### config.mk
export PLATFORM = sky130hd
export DESIGN_NAME = tri_raster_sched
export DESIGN_NICKNAME = d
export VERILOG_FILES = /design/src/rtl/tri_raster_sched.sv
export SDC_FILE = /design/constraint.sdc
export NUM_CORES = 1
export LEC_CHECK = 0
export CAP_MARGIN = 5
export CORE_UTILIZATION = 52
export DETAILED_ROUTE_END_ITERATION = 16
export GPL_ROUTABILITY_DRIVEN = 0
export HOLD_SLACK_MARGIN = 0.06
export MAX_ROUTING_LAYER = met4
export PLACE_DENSITY = 0.81
export SYNTH_ARGS = -nofsm -noshare
export SYNTH_HDL_FRONTEND = slang
export SYNTH_SLANG_ARGS = --single-unit
export TNS_END_PERCENT = 10
### constraint.sdc
create_clock -name clk_in -period 6.2 [get_ports clk_in]
set_input_delay 0.62 -clock clk_in [delete_from_list [all_inputs] [get_ports clk_in]]
set_output_delay 0.62 -clock clk_in [all_outputs]
set_load 0.01 [all_outputs]
### src/rtl/tri_raster_sched.sv
// Frame scheduler for the triangle rasterizer: walks the vertex RAM, culls trivially
// invisible triangles and hands the survivors to the rasterizer one at a time.
module tri_raster_sched #(
    parameter int TRIANGLES   = 72,
    parameter int ADDR_W      = 7,
    parameter int RAM_LATENCY = 2,
    parameter int WIDTH       = 1024,
    parameter int HEIGHT      = 720,
    parameter int TIMEOUT     = 65536
) (
    input  logic              clk_in,
    input  logic              rst_in,
    input  logic              frame_start_in,
    input  logic [ADDR_W:0]   tri_count_in,
    output logic              busy_out,
    output logic              frame_done_out,
    output logic [ADDR_W-1:0] rd_addr_out,
    input  logic [59:0]       tri_data_in,
    output logic              rast_valid_out,
    output logic [19:0]       rast_vertex_a_out,
    output logic [19:0]       rast_vertex_b_out,
    output logic [19:0]       rast_vertex_c_out,
    input  logic              rast_last_in,
    output logic [ADDR_W:0]   skipped_count_out,
    output logic              timeout_out
);

    localparam int WW = $clog2(RAM_LATENCY + 1);
    localparam int TW = $clog2(TIMEOUT);
    localparam logic [ADDR_W:0] TRI_MAX  = (ADDR_W + 1)'(TRIANGLES);
    localparam logic [WW-1:0]   LAT_LAST = WW'(RAM_LATENCY - 1);
    localparam logic [TW-1:0]   TMO_LAST = TW'(TIMEOUT - 1);
    localparam logic [10:0]     X_LIM    = 11'(WIDTH);
    localparam logic [10:0]     Y_LIM    = 11'(HEIGHT);

    typedef enum logic [2:0] {
        S_IDLE,
        S_RD_WAIT,
        S_CHECK,
        S_ISSUE,
        S_RAST,
        S_NEXT,
        S_DONE
    } state_t;

    state_t r_state;
    state_t w_next;

    logic              r_busy;
    logic              r_frame_done;
    logic [ADDR_W:0]   r_n;
    logic [ADDR_W-1:0] r_idx;
    logic [WW-1:0]     r_wait;
    logic [TW-1:0]     r_timer;
    logic [59:0]       r_tri;
    logic [19:0]       r_va;
    logic [19:0]       r_vb;
    logic [19:0]       r_vc;
    logic [ADDR_W:0]   r_skipped;
    logic              r_timeout;

    logic              w_accept;
    logic [ADDR_W:0]   w_n_start;
    logic              w_last_idx;
    logic              w_wait_done;
    logic              w_tmo_hit;
    logic [9:0]        w_ax, w_ay, w_bx, w_by, w_cx, w_cy;
    logic              w_x_off, w_y_off, w_degen, w_cull;

    // A start is refused while the done pulse is still on the wire, so busy never drops mid-pulse.
    assign w_accept    = (r_state == S_IDLE) && frame_start_in && !r_busy;
    assign w_n_start   = (tri_count_in > TRI_MAX) ? TRI_MAX : tri_count_in;
    assign w_last_idx  = ({1'b0, r_idx} == (r_n - 1'b1));
    assign w_wait_done = (r_wait == LAT_LAST);
    assign w_tmo_hit   = (r_timer == TMO_LAST);

    assign w_ax = r_tri[59:50];
    assign w_ay = r_tri[49:40];
    assign w_bx = r_tri[39:30];
    assign w_by = r_tri[29:20];
    assign w_cx = r_tri[19:10];
    assign w_cy = r_tri[9:0];

    assign w_x_off = ({1'b0, w_ax} >= X_LIM) && ({1'b0, w_bx} >= X_LIM) && ({1'b0, w_cx} >= X_LIM);
    assign w_y_off = ({1'b0, w_ay} >= Y_LIM) && ({1'b0, w_by} >= Y_LIM) && ({1'b0, w_cy} >= Y_LIM);
    assign w_degen = (r_tri[59:40] == r_tri[39:20]) && (r_tri[39:20] == r_tri[19:0]);
    assign w_cull  = w_x_off || w_y_off || w_degen;

    always_ff @(posedge clk_in or posedge rst_in) begin
        if (rst_in) begin
            r_state <= S_IDLE;
        end else begin
            r_state <= w_next;
        end
    end

    always_comb begin
        w_next         = r_state;
        rast_valid_out = 1'b0;
        case (r_state)
            S_IDLE: begin
                if (w_accept) begin
                    w_next = (w_n_start == '0) ? S_DONE : S_RD_WAIT;
                end
            end
            S_RD_WAIT: begin
                if (w_wait_done) begin
                    w_next = S_CHECK;
                end
            end
            S_CHECK: begin
                w_next = w_cull ? S_NEXT : S_ISSUE;
            end
            S_ISSUE: begin
                rast_valid_out = 1'b1;
                w_next         = S_RAST;
            end
            S_RAST: begin
                if (rast_last_in || w_tmo_hit) begin
                    w_next = S_NEXT;
                end
            end
            S_NEXT: begin
                w_next = w_last_idx ? S_DONE : S_RD_WAIT;
            end
            S_DONE: begin
                w_next = S_IDLE;
            end
            default: begin
                w_next = S_IDLE;
            end
        endcase
    end

    // Vertex outputs are loaded on entry to ISSUE so they are already stable when the valid pulse is seen.
    always_ff @(posedge clk_in or posedge rst_in) begin
        if (rst_in) begin
            r_busy       <= 1'b0;
            r_frame_done <= 1'b0;
            r_n          <= '0;
            r_idx        <= '0;
            r_wait       <= '0;
            r_timer      <= '0;
            r_tri        <= '0;
            r_va         <= '0;
            r_vb         <= '0;
            r_vc         <= '0;
            r_skipped    <= '0;
            r_timeout    <= 1'b0;
        end else begin
            r_frame_done <= (r_state == S_DONE);
            if (r_frame_done) begin
                r_busy <= 1'b0;
            end
            case (r_state)
                S_IDLE: begin
                    if (w_accept) begin
                        r_busy    <= 1'b1;
                        r_n       <= w_n_start;
                        r_skipped <= '0;
                        r_timeout <= 1'b0;
                        r_idx     <= '0;
                        r_wait    <= '0;
                    end
                end
                S_RD_WAIT: begin
                    r_wait <= r_wait + 1'b1;
                    if (w_wait_done) begin
                        r_tri <= tri_data_in;
                    end
                end
                S_CHECK: begin
                    if (w_cull) begin
                        r_skipped <= r_skipped + 1'b1;
                    end else begin
                        r_va <= r_tri[59:40];
                        r_vb <= r_tri[39:20];
                        r_vc <= r_tri[19:0];
                    end
                end
                S_ISSUE: begin
                    r_timer <= '0;
                end
                S_RAST: begin
                    r_timer <= r_timer + 1'b1;
                    if (!rast_last_in && w_tmo_hit) begin
                        r_timeout <= 1'b1;
                    end
                end
                S_NEXT: begin
                    if (!w_last_idx) begin
                        r_idx  <= r_idx + 1'b1;
                        r_wait <= '0;
                    end
                end
                default: begin
                end
            endcase
        end
    end

    assign busy_out          = r_busy;
    assign frame_done_out    = r_frame_done;
    assign rd_addr_out       = r_idx;
    assign rast_vertex_a_out = r_va;
    assign rast_vertex_b_out = r_vb;
    assign rast_vertex_c_out = r_vc;
    assign skipped_count_out = r_skipped;
    assign timeout_out       = r_timeout;

endmodule
==> out/metrics.csv, run 1 <==
stage,metric,value,unit
setup_path,cp_max_fo,36,
setup_path,critPathKind,reg2reg,
power,leakage,4.03,nW
yosys,syn-num-nets,683,
timing,slew_headroom,26.5,%
detailed_routing,drt_iter0_markers,369,
timing,finClkSkew,0.0109,ns
floorplanning,design.core.area,14000,µm²
clock_tree,root_buffer,clkbuf_16,
timing,post-route-period-util,53.5,%
setup_path,critPathBufInv,1,
yosys,netlist_area,7540,µm²
timing,final_max_slew_viol_count,0,
global_route,grt_first_pass_wirelength,27.0,mm
yosys,ys_types,66,
setup_path,slowest_delay,0.54,ns
timing,period_minus_slack,3.32,ns
floorplanning,fp.dieW,122,µm
final_layout,n_antenna_cell,0,
global_route,antenna_found_initial,0,
floorplanning,row_count,43,
detailed_routing,wire_per_inst,18.2,µm
placement,dp_slack,2.89,ns
setup_path,r2r-start,r_tri[38],
timing,fmax,301,MHz
power,p_total,4.99,mW
timing,finalHoldViolations,0,
final_layout,postLayoutCellArea,9680,µm²
final_layout,drive_above_1_share,23.4,%
power,ir_worst_vdd,0.277,mV
global_route,first_global_vias,5449,
setup_path,start_kind,register,
clock_tree,htree_levels,4,
timing,fin_tns_setup,0,ns
yosys,synth_edf_count,0,
global_route,grtUsageTotal,24.6,%
setup_path,cp_top_family,simple AND/OR/NAND/NOR gates,
clock_tree,clock-sinks,167,
yosys,synth_warnings,0,
detailed_routing,via_count,5316,
global_route,grt_overflow,0,
setup_path,worst_path_max_delay_cell,buf_4,
final_layout,layout.nets,828,
hold_path,hold_start,r_timer[15],
detailed_routing,drc,0,
yosys,ys_seq_elements,167,
timing,rsz0062_at_grt,false,
timing,worst_slew_pin_slew,1.10,ns
floorplanning,start_util,53.9,%
setup_path,path_cells,"nor3_1, o22ai_1, or4_1, nor3_2, a21boi_1, nand2_2, buf_4, mux2_2",
clock_tree,cts.path.max_buffers,2,
detailed_routing,vias_per_cell,5.63,
outcome,status,finished clean,
floorplanning,pin_count,151,
hold_path,min_path_type,reg2reg,
yosys,synthArstFlopShare,100,%
detailed_routing,ant_nets,0,
clock_tree,cts_hold_buffers,0,
flow_run,maxCapViolations,0,
setup_path,arrival,3.63,ns
clock_tree,clock_latency,0.43,ns
yosys,ys_seq_area_share,55.4,%
yosys,synth_cells,606,
detailed_routing,dr.pass1.iters,4,
placement,place_hpwl,11.8,mm
power,p_per_area,515,nW/µm²
setup_path,required,6.51,ns
final_layout,area_growth,28.3,%
setup_path,critPathCaptureType,register,
placement,dpl_cell_area,9120,µm²
setup_path,setup.worst_path.start,r_tri[38],
clock_tree,cts_tree,yes,
timing,setup_viol,0,
clock_tree,post_cts.repair.setup_buffers,0,
placement,io_buffers,150,
yosys,syn_avg_cell_area,12.4,µm²
floorplanning,die_area,15000,µm²
yosys,synth_ff_type,dfrtp_1,
floorplanning,die_h,122,µm
detailed_routing,drt-total-wl,17.2,mm
clock_tree,post_cts_resize_count,0,
clock_tree,clk_pin_slew,0.06,ns
timing,setup_ws,2.88,ns
global_route,grt_max_degree,125,
clock_tree,cts_made_buffers,17,
placed cells by master (no fill, tap or decap), types with 13 or more instances in the layout:
cell type / netlist / layout
xnor2_1: 13 / 13
nand3_1: 24 / 24
dfrtp_1: 167 / 167
nor2_1: 24 / 23
nor3_1: 22 / 22
clkdlybuf4s50_1: 0 / 150
nand2_1: 41 / 41
clkbuf_16: 0 / 17
o21ai_0: 24 / 24
mux2_2: 118 / 118
sequential cells by signal, summed over array words and instances, names as in the netlist:
register and cells:
timeout_out 1, r_timer 16, frame_done_out 1, rast_vertex_c_out 20
rast_vertex_a_out 20, rd_addr_out 7, r_n 8, r_tri 60
r_wait 2, rast_vertex_b_out 20, skipped_count_out 8, busy_out 1
r_state 3
through the flow:
stage / hold WS (ns) / cells / utilization [%]
CTS: 0.480 / 944 / 69.2
global route: 0.490 / 944 / 69.2
floorplan: 0.446 / 606 / -
finish: 0.485 / 944 / 69.2
global placement: 0.439 / 912 / 65.2
detailed placement: 0.472 / 912 / 65.2
per-layer routing:
layer / global-route usage, % / share of wire, % / vias up
met3: 7.11 / 5.9 / 18
met1: 29.1 / 42 / 2662
li1: - / - / 2485
met5: - / 0 / -
met2: 40.8 / 51 / 151
met4: 7.39 / 1.1 / 0
layout make-up:
cell class	instances	area, µm²
sequential	167	4180
tap	180	225
inverter	11	46.3
clock inverter	9	91.3
clock buffer	23	468
timing repair buffer	153	1520
fill	1001	4310
multi-input combinational	401	3140
cell families after synthesis:
group                    share of synthesized area [%]
adder cells (fa/ha/maj)                          0.829
AO/OA/AOI/OAI                                     7.47
buffers and inverters                             3.04
flip-flops                                        55.4
multiplexers                                      19.0
XOR/XNOR                                          2.32
AND/OR/NAND/NOR                                   12.0
cell usage after synthesis (all sizes together) (8+ instances only):
library cell  count  area, µm²
dfrtp           167       4180
mux2            119       1340
nand2            42        160
o21ai            25        125
nand3            24        120
nor2             24       90.1
nor3             23        120
buf              16        136
and3             15        106
xnor2            13        114
clkbuf           11       51.3
inv              11       41.3
mux2i             9       90.1
a21oi             8       43.8
nand4             8       50.1
worst paths after layout:
kind                                        end  slack (ns)  cells past startpoint
setup / recovery           rast_vertex_c_out[9]        2.88                      8
hold / removal                      r_timer[15]        0.49                      1
setup reg to reg           rast_vertex_c_out[9]        2.88                      8
hold reg to reg                     r_timer[15]        0.49                      1
max in group asynchronous            r_timer[8]        4.15                      3
min in group asynchronous             r_tri[43]        0.79                      2
report_power, final:
part           leakage [nW]  switching [mW]  internal [mW]
logic                  1.71           0.766           1.14
registers              2.05           0.491           1.58
clock network         0.273           0.433          0.578
worst register-to-register path, cell delays in order, from the launching register on:
cell and delay (ns):
dfrtp_1 0.40, nor3_1 0.24, o22ai_1 0.12, or4_1 0.52, nor3_2 0.28, a21boi_1 0.15
nand2_2 0.52, buf_4 0.55, mux2_2 0.42
(Power assumes the default switching activity.)
==> run 2: changes to the inputs <==
--- a/config.mk
+++ b/config.mk
@@ -6,12 +6,12 @@
 export NUM_CORES = 1
 export LEC_CHECK = 0
 export CAP_MARGIN = 5
-export CORE_UTILIZATION = 52
+export CORE_UTILIZATION = 47
 export DETAILED_ROUTE_END_ITERATION = 16
 export GPL_ROUTABILITY_DRIVEN = 0
 export HOLD_SLACK_MARGIN = 0.06
 export MAX_ROUTING_LAYER = met4
-export PLACE_DENSITY = 0.81
+export PLACE_DENSITY = 0.77
 export SYNTH_ARGS = -nofsm -noshare
 export SYNTH_HDL_FRONTEND = slang
 export SYNTH_SLANG_ARGS = --single-unit
==> constraint.sdc (replaced) <==
create_clock -name clk_in -period 2.9 [get_ports clk_in]
set_input_delay 0.29 -clock clk_in [delete_from_list [all_inputs] [get_ports clk_in]]
set_output_delay 0.29 -clock clk_in [all_outputs]
set_load 0.01 [all_outputs]
==> run 2 against run 1 <==
Effect of this change: core utilization decreased by 5.6 points; sequential power increased by 110%; combinational power grew 120%; design area rose by 1.3%; sequential share of layout area is 0.55 points lower; die area increased by 10%; flip-flop and latch count did not move; critical path depth decreased by 1; setup slack got worse by 2.6 ns; power is 110% higher; critical path type unchanged; highest routed layer unchanged.
==> out/metrics.csv, run 2 (synthesis results as in run 1) <==
stage,metric,value,unit
clock_tree,root_buffer,clkbuf_16,
final_layout,n_antenna_cell,0,
flow_run,maxCapViolations,0,
clock_tree,clk_pin_slew,0.06,ns
floorplanning,fp.dieW,129,µm
final_layout,layout_common_cells,"dfrtp_1, clkdlybuf4s50_1, mux2_2",
setup_path,endpoint,skipped_count_out[3],
timing,final_max_slew_viol_count,0,
setup_path,critPathCaptureType,register,
hold_path,min_path_type,reg2reg,
clock_tree,clock-sinks,167,
final_layout,multiInputGateArea,3140,µm²
clock_tree,clock_latency,0.42,ns
power,p_per_area,1090,nW/µm²
clock_tree,cts_hold_buffers,0,
final_layout,mostFrequentLayoutCell,dfrtp_1,
setup_path,critPathKind,reg2reg,
power,p_total,10.7,mW
setup_path,setup.worst_path.start,r_tri[56],
placement,dp_slack,0.264,ns
final_layout,drive_above_1_share,24.0,%
setup_path,rr_endpoint,skipped_count_out[3],
final_layout,regArea,4180,µm²
global_route,grt_max_degree,168,
timing,worst_slew_pin_slew,0.882,ns
final_layout,utilization,63.5,%
timing,rsz0062_at_grt,false,
timing,fin_tns_setup,0,ns
power,ir_worst_vdd,0.598,mV
global_route,grt_first_pass_wirelength,28.1,mm
global_route,antenna_found_initial,0,
clock_tree,post_cts_resize_count,0,
detailed_routing,drt-total-wl,17.1,mm
floorplanning,die_area,16600,µm²
clock_tree,cts.path.max_buffers,2,
detailed_routing,drc,0,
final_layout,area_growth,29.9,%
final_layout,regMostFlops,r_tri,
clock_tree,cts_tree,yes,
timing,post-route-period-util,90.2,%
clock_tree,cts_made_buffers,17,
timing,fmax,382,MHz
timing,finClkSkew,0.00982,ns
final_layout,fillers,1201,
timing,slew_headroom,41.2,%
setup_path,r2r-start,r_tri[56],
outcome,status,finished clean,
timing,finalHoldViolations,0,
final_layout,postLayoutCellArea,9800,µm²
global_route,first_global_vias,5472,
setup_path,start_kind,register,
placement,dpl_cell_area,9230,µm²
detailed_routing,vias_per_cell,5.37,
placement,place_hpwl,11.8,mm
final_layout,largest_register_ffs,60,
setup_path,arrival,2.97,ns
setup_path,required,3.25,ns
floorplanning,start_util,48.9,%
timing,setup_ws,0.283,ns
floorplanning,row_count,45,
setup_path,regToRegSetupSlack,0.28,ns
timing,period_minus_slack,2.62,ns
floorplanning,design.core.area,15400,µm²
global_route,grtUsageTotal,22.8,%
detailed_routing,wire_per_inst,17.5,µm
clock_tree,post_cts.repair.setup_buffers,0,
detailed_routing,ant_nets,0,
setup_path,r2r_cells,7,
setup_path,cp_max_fo,15,
clock_tree,htree_levels,4,
detailed_routing,dr.pass1.iters,7,
power,leakage,4.06,nW
global_route,grt_overflow,0,
timing,setup_viol,0,
placement,io_buffers,150,
floorplanning,pin_count,151,
detailed_routing,drt_iter0_markers,359,
floorplanning,die_h,129,µm
detailed_routing,via_count,5260,
final_layout,layout.nets,833,
run 2: power by group:
| part | switching [mW] | leakage (nW) | internal [mW] |
|---|---|---|---|
| clock | 0.902 | 0.266 | 1.29 |
| combinational | 1.64 | 1.74 | 2.47 |
| sequential | 1.03 | 2.05 | 3.38 |
run 2: how the worst min path moves through the flow:
stage	from	to	slack [ns]	cells past startpoint
after floorplan	tri_count_in[0]	r_n[0]	0.41	2
after global placement	frame_done_out	busy_out	0.44	1
after detailed placement	frame_done_out	busy_out	0.45	1
after CTS	tri_data_in[8]	r_tri[8]	0.45	3
after global routing	tri_data_in[13]	r_tri[13]	0.46	2
final	frame_done_out	busy_out	0.46	1
run 2: area by class of cell:
| type | instances | area share, % |
|---|---|---|
| Sequential cell | 167 | 42.6 |
| Multi-Input combinational cell | 401 | 32.1 |
| Timing Repair Buffer | 158 | 16.3 |
| Clock buffer | 21 | 4.60 |
| Tap cell | 211 | 2.69 |
| Clock inverter | 10 | 1.24 |
| Inverter | 11 | 0.460 |
run 2: metrics by stage:
step           std cells  hold WS (ns)
2_1_floorplan        606         0.407
3_3_place_gp         948         0.437
3_5_place_dp         948         0.447
4_1_cts              979         0.445
5_1_grt              979         0.464
6_report             979         0.457
run 2: routing by layer:
| metal | routed length, µm | vias to the layer above | track usage, % | share of wire [%] |
|---|---|---|---|---|
| met5 | 0 | - | - | 0 |
| met4 | 170 | 0 | 6.09 | 0.99 |
| met3 | 1170 | 13 | 7.57 | 6.8 |
| met2 | 8570 | 136 | 36.5 | 50 |
| met1 | 7190 | 2613 | 27.7 | 42 |
| li1 | - | 2498 | - | - |
run 2: critical path, cell delays in order, from the launching register on:
cell	delay, ns
dfrtp_1	0.41
nor3_1	0.24
o22ai_1	0.11
or4_1	0.54
nor3_2	0.26
a31oi_2	0.33
or4_1	0.57
nand2_1	0.09
==> run 3: changes to the inputs <==
==> constraint.sdc (replaced) <==
create_clock -name clk_in -period 2.3 [get_ports clk_in]
set_input_delay 0.23 -clock clk_in [delete_from_list [all_inputs] [get_ports clk_in]]
set_output_delay 0.23 -clock clk_in [all_outputs]
set_load 0.01 [all_outputs]
==> run 3 against run 2 <==
Effect of this change: the run now ends with negative setup slack left; flip-flop and latch count stayed put; critical path type unchanged; largest power group is now combinational logic; power is 37% higher; highest routed layer unchanged; non-clock buffer count is 59 higher; worst hold slack worse by 0.16 ns; maximum frequency is 5.9% higher; clock power is 23% higher.
==> out/metrics.csv, run 3 (synthesis results as in run 1) <==
stage,metric,value,unit
power,p_total,14.7,mW
setup_path,worst_path_max_delay_cell,or4_4,
floorplanning,row_count,45,
final_layout,fin_cells,1039,
floorplanning,die_area,16600,µm²
detailed_routing,drt-total-wl,18.6,mm
timing,finalHoldViolations,0,
final_layout,mostFrequentLayoutCell,dfrtp_1,
clock_tree,clk_pin_slew,0.07,ns
clock_tree,htree_levels,4,
setup_path,critPathKind,reg2reg,
power,p_per_area,1390,nW/µm²
placement,dp_cells,1001,
timing,period_minus_slack,2.47,ns
floorplanning,fp.dieW,129,µm
outcome,status,"complete, but fails checks",
floorplanning,design.core.area,15400,µm²
placement,dpl_cell_area,9660,µm²
placement,io_buffers,150,
setup_path,critPathBufInv,2,
clock_tree,cts_tree,yes,
final_layout,drive_above_1_share,31.5,%
floorplanning,start_util,48.9,%
clock_tree,cts_hold_buffers,0,
setup_path,regToRegSetupSlack,-0.17,ns
detailed_routing,dr.pass1.iters,4,
setup_path,slowest_delay,0.56,ns
timing,post-route-period-util,107,%
floorplanning,pin_count,151,
detailed_routing,vias_per_cell,5.43,
detailed_routing,wire_per_inst,17.9,µm
hold_path,min_path_type,in2async,
setup_path,rr_endpoint,rast_vertex_b_out[9],
floorplanning,die_h,129,µm
final_layout,regMostFlops,r_tri,
clock_tree,root_buffer,clkbuf_16,
timing,slew_headroom,60.6,%
setup_path,required,2.60,ns
outcome,violations,negative setup slack,
final_layout,n_antenna_cell,0,
clock_tree,clock_latency,0.42,ns
flow_run,maxCapViolations,0,
setup_path,path_cells,"and3_1, o22ai_1, or4_4, nor3_4, a21boi_2, nand2_2, buf_12, buf_12, mux2_2",
global_route,grtUsageTotal,23.7,%
timing,setup_viol,75,
clock_tree,clock-sinks,167,
detailed_routing,ant_nets,0,
global_route,first_global_vias,5684,
setup_path,crit_path_frequent_cell,buf_12,
detailed_routing,drt_iter0_markers,322,
final_layout,fillers,1108,
final_layout,layout_common_cells,"dfrtp_1, clkdlybuf4s50_1, mux2_2",
placement,place_hpwl,12.6,mm
timing,rsz0062_at_grt,true,
global_route,antenna_found_initial,0,
final_layout,layout.nets,892,
timing,final_max_slew_viol_count,0,
global_route,grt_first_pass_wirelength,29.1,mm
power,leakage,4.57,nW
clock_tree,cts_made_buffers,17,
global_route,grt_max_degree,97,
setup_path,cp_max_fo,17,
detailed_routing,via_count,5637,
setup_path,setup.worst_path.start,r_tri[29],
final_layout,postLayoutCellArea,10500,µm²
timing,setup_ws,-0.172,ns
setup_path,r2r-start,r_tri[29],
setup_path,r2r_cells,9,
setup_path,arrival,2.78,ns
clock_tree,cts.path.max_buffers,2,
global_route,grt_overflow,0,
setup_path,cp_top_family,simple AND/OR/NAND/NOR gates,
power,ir_worst_vdd,0.876,mV
setup_path,start_kind,register,
timing,worst_slew_pin_slew,0.590,ns
timing,finClkSkew,0.0115,ns
setup_path,critPathCaptureType,register,
timing,fmax,405,MHz
detailed_routing,drc,0,
final_layout,area_growth,39.8,%
final_layout,largest_register_ffs,60,
==> run 3: routing by layer <==
layer / GRT usage [%] / up-vias / wire length, µm
li1: - / 2618 / -
met1: 27.6 / 2822 / 7570
met2: 40.2 / 167 / 9550
met3: 6.65 / 30 / 1070
met4: 6.57 / 0 / 366
met5: - / - / 0
==> run 3: worst max-delay path by stage <==
| stage | depth (start not counted) | end | slack [ns] |
|---|---|---|---|
| 3_3_place_gp | 8 | rast_vertex_c_out[13] | -0.11 |
| 2_1_floorplan | 9 | rd_addr_out[3] | -0.08 |
| 6_report | 9 | rast_vertex_b_out[9] | -0.17 |
| 5_1_grt | 9 | rd_addr_out[5] | -0.28 |
| 4_1_cts | 9 | rast_vertex_b_out[8] | -0.1 |
| 3_5_place_dp | 8 | rast_vertex_b_out[12] | -0.25 |
==> run 3: per-stage QoR <==
| stage | util (%) | hold slack, ns | setup slack, ns | TNS, ns |
|---|---|---|---|---|
| 2_1_floorplan | - | 0.347 | -0.0811 | -9.56 |
| 3_3_place_gp | 62.6 | 0.439 | -0.113 | -6.71 |
| 3_5_place_dp | 62.6 | 0.477 | -0.250 | -15.01 |
| 4_1_cts | 67.1 | 0.319 | -0.0998 | -4.58 |
| 5_1_grt | 68.3 | 0.348 | -0.279 | -16.07 |
| 6_report | 68.3 | 0.299 | -0.172 | -8.78 |
==> run 3: power by group <==
part / internal [mW] / switching, mW
Sequential: 4.27 / 1.20
Clock: 1.51 / 1.19
Combinational: 3.97 / 2.52
==> run 3: worst register-to-register path: cells and delay by family, from the launching register on <==
| kind | cells | cell delay [ns] |
|---|---|---|
| AO/OA/AOI/OAI | 2 | 0.21 |
| buffers and inverters | 2 | 0.28 |
| flip-flops | 1 | 0.40 |
| multiplexers | 1 | 0.36 |
| AND/OR/NAND/NOR | 4 | 1.10 |
==> run 3: timing repair <==
action / 4_1_cts / 5_1_grt
pin swaps: 4 / 4
endpoints found under the setup margin: 74 / 81
buffers inserted: 3 / 1
cloned: 1 / 1
resized for setup: 18 / 41
==> run 3: final cells by class <==
type,instances,area (µm²),share of cell area (%)
multi-input combinational,401,3360,31.8
timing repair buffer,217,2140,20.3
sequential,167,4180,39.6
tap,211,264,2.50
inverter,11,45.0,0.427
clock inverter,12,119,1.13
clock buffer,20,437,4.14
